--- src/rtl/branch_predictor.sv ---
// Branch target buffer with per-entry 2-bit saturating counters.
//
// Fetch side looks up PCF_i combinationally and returns a predicted next PC.
// Execute side takes the resolved branch/jump outcome, updates the table on
// the rising edge, and combinationally flags mispredictions with the recovery
// PC. Two saturating statistics counters track updates and mispredictions.
//
// Ports:
//   clk_i, rst_i                        clock, asynchronous active-high reset
//   PCF_i                               Fetch PC to look up
//   PredTakenF_o, PredTargetF_o         Fetch prediction (target valid when taken)
//   UpdateE_i                           a branch/jump resolved in Execute
//   PCE_i, IsJumpE_i, TakenE_i, TargetE_i    resolved instruction and outcome
//   PredTakenE_i, PredTargetE_i         Fetch prediction carried to Execute
//   MispredictE_o, RecoverPCE_o         flush request and correct next PC
//   BranchCount_o, MispredCount_o       saturating statistics
//
// ENTRIES must be a power of two and at least 2.

module branch_predictor #(
  parameter int unsigned PC_WIDTH  = 32,
  parameter int unsigned ENTRIES   = 16,
  parameter int unsigned CNT_WIDTH = 16
) (
  input  logic                 clk_i,
  input  logic                 rst_i,
  // Fetch lookup
  input  logic [PC_WIDTH-1:0]  PCF_i,
  output logic                 PredTakenF_o,
  output logic [PC_WIDTH-1:0]  PredTargetF_o,
  // Execute update
  input  logic                 UpdateE_i,
  input  logic [PC_WIDTH-1:0]  PCE_i,
  input  logic                 IsJumpE_i,
  input  logic                 TakenE_i,
  input  logic [PC_WIDTH-1:0]  TargetE_i,
  input  logic                 PredTakenE_i,
  input  logic [PC_WIDTH-1:0]  PredTargetE_i,
  // Recovery
  output logic                 MispredictE_o,
  output logic [PC_WIDTH-1:0]  RecoverPCE_o,
  // Statistics
  output logic [CNT_WIDTH-1:0] BranchCount_o,
  output logic [CNT_WIDTH-1:0] MispredCount_o
);

  localparam int unsigned IB    = $clog2(ENTRIES);
  localparam int unsigned TAG_W = PC_WIDTH - IB - 2;

  localparam logic [1:0] CTR_RESET = 2'b01;
  localparam logic [1:0] CTR_ALLOC = 2'b10;

  // ---------------------------------------------------------------------------
  // Table storage
  // ---------------------------------------------------------------------------
  logic [ENTRIES-1:0]  valid_q;
  logic [ENTRIES-1:0]  jump_q;
  logic [TAG_W-1:0]    tag_q    [ENTRIES];
  logic [PC_WIDTH-1:0] target_q [ENTRIES];
  logic [1:0]          ctr_q    [ENTRIES];

  // PC[1:0] never contributes to index or tag.
  logic unused_pc_bits;
  assign unused_pc_bits = ^{PCF_i[1:0], PCE_i[1:0]};

  // ---------------------------------------------------------------------------
  // Fetch lookup
  // ---------------------------------------------------------------------------
  logic [IB-1:0]    idx_f;
  logic [TAG_W-1:0] tag_f;
  logic             hit_f;

  assign idx_f = PCF_i[IB+1:2];
  assign tag_f = PCF_i[PC_WIDTH-1:IB+2];
  assign hit_f = valid_q[idx_f] && (tag_q[idx_f] == tag_f);

  // Jumps are always predicted taken regardless of the counter. Gating with
  // rst_i makes the output drop the instant reset asserts.
  always_comb begin
    PredTakenF_o  = 1'b0;
    PredTargetF_o = '0;
    if (!rst_i) begin
      PredTakenF_o  = hit_f && (jump_q[idx_f] || ctr_q[idx_f][1]);
      PredTargetF_o = target_q[idx_f];
    end
  end

  // ---------------------------------------------------------------------------
  // Execute update: compute the next contents of the indexed entry
  // ---------------------------------------------------------------------------
  logic [IB-1:0]       idx_e;
  logic [TAG_W-1:0]    tag_e;
  logic                hit_e;
  logic [1:0]          ctr_e;
  logic                we_e;
  logic [PC_WIDTH-1:0] new_target;
  logic                new_jump;
  logic [1:0]          new_ctr;

  assign idx_e = PCE_i[IB+1:2];
  assign tag_e = PCE_i[PC_WIDTH-1:IB+2];
  assign hit_e = valid_q[idx_e] && (tag_q[idx_e] == tag_e);
  assign ctr_e = ctr_q[idx_e];

  // A not-taken miss leaves the table alone; everything else writes the entry.
  assign we_e = UpdateE_i && (hit_e || TakenE_i);

  always_comb begin
    new_target = target_q[idx_e];
    new_jump   = IsJumpE_i;
    new_ctr    = ctr_e;
    if (hit_e) begin
      if (TakenE_i) begin
        new_target = TargetE_i;
        new_ctr    = (ctr_e == 2'b11) ? 2'b11 : ctr_e + 2'd1;
      end else begin
        new_ctr    = (ctr_e == 2'b00) ? 2'b00 : ctr_e - 2'd1;
      end
    end else begin
      // Allocation overwrites whatever occupant shares the index.
      new_target = TargetE_i;
      new_ctr    = CTR_ALLOC;
    end
  end

  always_ff @(posedge clk_i or posedge rst_i) begin
    if (rst_i) begin
      valid_q <= '0;
      jump_q  <= '0;
      for (int unsigned i = 0; i < ENTRIES; i++) begin
        tag_q[i]    <= '0;
        target_q[i] <= '0;
        ctr_q[i]    <= CTR_RESET;
      end
    end else if (we_e) begin
      valid_q[idx_e]  <= 1'b1;
      jump_q[idx_e]   <= new_jump;
      tag_q[idx_e]    <= tag_e;
      target_q[idx_e] <= new_target;
      ctr_q[idx_e]    <= new_ctr;
    end
  end

  // ---------------------------------------------------------------------------
  // Misprediction detection and recovery PC
  // ---------------------------------------------------------------------------
  logic dir_wrong;
  logic tgt_wrong;

  assign dir_wrong     = (PredTakenE_i != TakenE_i);
  assign tgt_wrong     = TakenE_i && (PredTargetE_i != TargetE_i);
  assign MispredictE_o = UpdateE_i && (dir_wrong || tgt_wrong);
  assign RecoverPCE_o  = TakenE_i ? TargetE_i : (PCE_i + PC_WIDTH'(4));

  // ---------------------------------------------------------------------------
  // Saturating statistics
  // ---------------------------------------------------------------------------
  logic [CNT_WIDTH-1:0] branch_cnt_q;
  logic [CNT_WIDTH-1:0] mispred_cnt_q;

  always_ff @(posedge clk_i or posedge rst_i) begin
    if (rst_i) begin
      branch_cnt_q  <= '0;
      mispred_cnt_q <= '0;
    end else begin
      if (UpdateE_i && !(&branch_cnt_q)) begin
        branch_cnt_q <= branch_cnt_q + CNT_WIDTH'(1);
      end
      if (MispredictE_o && !(&mispred_cnt_q)) begin
        mispred_cnt_q <= mispred_cnt_q + CNT_WIDTH'(1);
      end
    end
  end

  assign BranchCount_o  = branch_cnt_q;
  assign MispredCount_o = mispred_cnt_q;

endmodule
--- config.mk ---
export PLATFORM = sky130hd
export DESIGN_NAME = branch_predictor
export DESIGN_NICKNAME = d
export VERILOG_FILES = /design/src/rtl/branch_predictor.sv
export SDC_FILE = /design/constraint.sdc
export NUM_CORES = 2
export LEC_CHECK = 0
export CORE_MARGIN = 2
export CORE_UTILIZATION = 37
export DETAILED_ROUTE_END_ITERATION = 6
export MAX_ROUTING_LAYER = met4
export PLACE_DENSITY_LB_ADDON = 0.15
export RECOVER_POWER = 50
export SLEW_MARGIN = 20
export SYNTH_ARGS = -nofsm -noshare
export SYNTH_HDL_FRONTEND = slang
export SYNTH_SLANG_ARGS = --single-unit
--- constraint.sdc ---
create_clock -name clk_i -period 112.8 [get_ports clk_i]
set_clock_uncertainty 0.15 [all_clocks]
set_input_delay 33.84 -clock clk_i [delete_from_list [all_inputs] [get_ports clk_i]]
set_output_delay 33.84 -clock clk_i [all_outputs]
set_load 0.03 [all_outputs]
==> impl_metrics.env <==
export IMPL_worst_setup_path_type="in -> out"
export IMPL_crit_fanout=138
export IMPL_power_density_nw_per_um2=17.9
export IMPL_viasPerCell=5.87
export IMPL_grt_max_degree=139
export IMPL_ys_top_cells_by_area="dfrtp_1, mux4_2, mux2_2"
export IMPL_drt_first_pass_iters=5
export IMPL_worstPathArrival_ns=53.34
export IMPL_fin_crit_sh_pct=77.4
export IMPL_clockBufferDepth=3
export IMPL_synth_edf_count=0
export IMPL_postCtsResizedCells=0
export IMPL_totalWireLength_um=187000
export IMPL_grt_pass1_vias=36061
export IMPL_yosys_area_share_xor_xnor_pct=2.12
export IMPL_yosys_area_share_simple_pct=3.06
export IMPL_clockPowerShare_pct=34.9
export IMPL_synth_top_area_share_pct=44.6
export IMPL_slew_headroom_pct=-387
export IMPL_p_int_mw=0.829
export IMPL_syn2layout_area_growth_pct=14.3
export IMPL_synth_cell_area_sq_um=56500
export IMPL_p_leak_nw=27.0
export IMPL_fp_dieArea_sq_um=156000
export IMPL_antenna_found_initial=9
export IMPL_layout_setup_ws_ns=25.47
export IMPL_post_place_ws_ns=39.55
export IMPL_gp_congestion=0.833
export IMPL_synthAdderAreaFrac_pct=0.133
export IMPL_filler_cell_count=13905
export IMPL_drc=0
export IMPL_path_clk_slew_ns=0.05
export IMPL_pwr_share_seq_pct=42.6
export IMPL_htree_num_levels=3
export IMPL_violations="max-capacitance violations, max-slew violations"
export IMPL_yosys_warnings=0
export IMPL_worst_ir_drop_vdd_v=0.0000127
export IMPL_critPathCaptureType="primary output"
export IMPL_ys_types=74
export IMPL_postCtsSetupRepairBufs=0
export IMPL_ys_ff_latch=1024
export IMPL_rows=143
export IMPL_wire_per_inst_um=31.7
export IMPL_cts_sinks=1024
export IMPL_dp_hpwl_um=112000
export IMPL_critPathLaunchType="input port"
export IMPL_drive_gt1_share_pct=47.7
export IMPL_io_buffers=229
export IMPL_synth_top_family_by_area="multiplexers"
export IMPL_io_pins=232
export IMPL_tns_ns=0
export IMPL_worstSkewPairLatency_ns=0.76
export IMPL_synth_top_cells_by_count="dfrtp_1, mux2_2, mux4_2"
export IMPL_yosysTopAreaCell="dfrtp_1"
export IMPL_fin_nets=3902
export IMPL_yosysMostFrequentCell="dfrtp_1"
export IMPL_cts_root_buf="clkbuf_16"
export IMPL_hold_path_class="reg -> reg"
export IMPL_grt_ovfl_total=0
export IMPL_core_area_sq_um=152000
export IMPL_cts_tree="done"
export IMPL_start_util_pct=37.2
export IMPL_die_y_um=395
export IMPL_synthesis_nets=3785
export IMPL_vias=34597
export IMPL_ys_async_sr_fraction_pct=100
export IMPL_max_freq_mhz=11.5
export IMPL_drv_cap=16
export IMPL_hold_viol=0
export IMPL_combPwrFrac_pct=22.5
export IMPL_swShare_pct=28.2
export IMPL_synth_cells=3645
export IMPL_drtAntennaViolNets=0
export IMPL_postCtsHoldBufs=0
export IMPL_required_ns=78.81
export IMPL_reg2reg_slack_ns=106.69
export IMPL_grt_usage_pct=24.7
export IMPL_synth_compound_area_share_pct=2.04
export IMPL_drtIter0Drc=2627
export IMPL_slew_violations=1102
export IMPL_finalSetupViolCount=0
export IMPL_rsz0062_at_grt="false"
export IMPL_grt_pass1_wl_um=272000
export IMPL_ys_flop_type="dfrtp_1"
export IMPL_die_w_um=395
export IMPL_fin_crit_ns=87.33
export IMPL_syn_area_per_cell_sq_um=15.5
export IMPL_switchingPower_mw=0.326
export IMPL_status="finished, violations left"
export IMPL_tightest_slew_ns=7.31
export IMPL_cts_buffers=120
export IMPL_synthMuxAreaShare_pct=44.2
export IMPL_synth_seq_area_share_pct=45.4
-- power groups by stage --
| stage | combinational, mW | sequential, mW | clock, mW |
|---|---|---|---|
| after floorplan | 0.192 | 0.486 | 0 |
| after global placement | 0.259 | 0.495 | 0 |
| after detailed placement | 0.262 | 0.497 | 0 |
| after CTS | 0.263 | 0.491 | 0.411 |
| after global routing | 0.277 | 0.502 | 0.426 |
| final | 0.260 | 0.492 | 0.403 |
-- stage by stage --
| step | instance area, sq um | power (mW) | hold slack, ns | util (%) | std cells |
|---|---|---|---|---|---|
| floorplan | 56500 | 0.678 | 0.300 | - | 3645 |
| global placement | 60600 | 0.754 | 0.322 | 39.9 | 5670 |
| detailed placement | 60600 | 0.759 | 0.326 | 39.9 | 5670 |
| CTS | 64700 | 1.17 | 0.333 | 42.6 | 5896 |
| global route | 64600 | 1.20 | 0.359 | 42.6 | 5898 |
| finish | 64600 | 1.15 | 0.325 | 42.6 | 5898 |
-- sequential cells by signal, summed over array words and instances (netlist names) --
register	count
target_q	512
tag_q	416
ctr_q	32
BranchCount_o	16
MispredCount_o	16
jump_q	16
valid_q	16
-- cells by family (layout without fill, tap and decap cells) --
group | after synthesis | after routing
AO/OA/AOI/OAI | 163 | 163
XOR/XNOR | 137 | 137
adder cells (fa/ha/maj) | 6 | 6
buffers and inverters | 368 | 589
flip-flops | 1024 | 1024
multiplexers | 1639 | 1639
other | 0 | 2
AND/OR/NAND/NOR | 308 | 308
-- layout by cell type (no fill, tap or decap), types with 5 or more instances in the layout --
| cell | n |
|---|---|
| a21oi_1 | 9 |
| ha_1 | 6 |
| buf_4 | 100 |
| mux4_2 | 531 |
| clkbuf_16 | 121 |
| nand3_1 | 45 |
| xnor2_1 | 86 |
| o211ai_1 | 12 |
| nand2b_1 | 5 |
| and3_1 | 13 |
| nor2_4 | 12 |
| dfrtp_1 | 1008 |
| nor4_1 | 12 |
| and2_1 | 38 |
| mux2i_1 | 89 |
| a221oi_1 | 7 |
| nor3_1 | 9 |
| mux2_4 | 173 |
| nor2_1 | 30 |
| mux2_2 | 777 |
| o21ai_0 | 51 |
| nand4_1 | 19 |
| xor2_1 | 50 |
| nand2_1 | 80 |
| a22o_1 | 12 |
| mux2_1 | 69 |
| or2_2 | 17 |
| clkdlybuf4s50_1 | 186 |
| bufinv_16 | 7 |
| dlygate4sd3_1 | 34 |
| inv_1 | 19 |
| dfstp_2 | 16 |
| a22oi_1 | 22 |
| clkbuf_8 | 37 |
| nor2b_1 | 9 |
| clkinv_2 | 22 |
| clkbuf_1 | 47 |
-- routing by layer --
metal	track usage, %	vias to the layer above	part of all wire, %
met4	5.76	0	2.4
met1	34.2	19177	45
li1	-	14277	-
met5	-	-	0
met2	38.3	906	48
met3	3.90	237	4.8
-- worst paths after layout --
kind,start,endpoint,cells after the start
min in group asynchronous,rst_i,tag_q[38]$_DFFE_PP0P_,2
worst min-delay path,BranchCount_o[9]$_DFFE_PP0P_,BranchCount_o[9]$_DFFE_PP0P_,1
worst max-delay path,rst_i,PredTargetF_o[11],8
worst max register to register,tag_q[174]$_DFFE_PP0P_,tag_q[356]$_DFFE_PP0P_,11
max in group asynchronous,rst_i,target_q[433]$_DFFE_PP0P_,6
worst min register to register,BranchCount_o[9]$_DFFE_PP0P_,BranchCount_o[9]$_DFFE_PP0P_,1
-- final cells by class --
class / instances / area [sq um] / area share (%)
timing repair buffer: 341 / 3080 / 4.78
tap: 2030 / 2540 / 3.93
clock buffer: 189 / 3650 / 5.66
clock inverter: 37 / 415 / 0.643
antenna: 2 / 5.00 / 0.00775
sequential: 1024 / 25600 / 39.7
multi-input combinational: 2253 / 29200 / 45.1
inverter: 22 / 86.3 / 0.134
-- critical path: stages --
cell and delay [ns]:
dlygate4sd3_1 0.65, clkinvlp_2 2.51, clkbuf_1 4.89, clkbuf_1 5.47
clkbuf_1 2.27, clkbuf_1 2.31, and2_1 0.39, clkdlybuf4s50_1 0.69
Note: power is estimated with default switching activity, not from simulation.
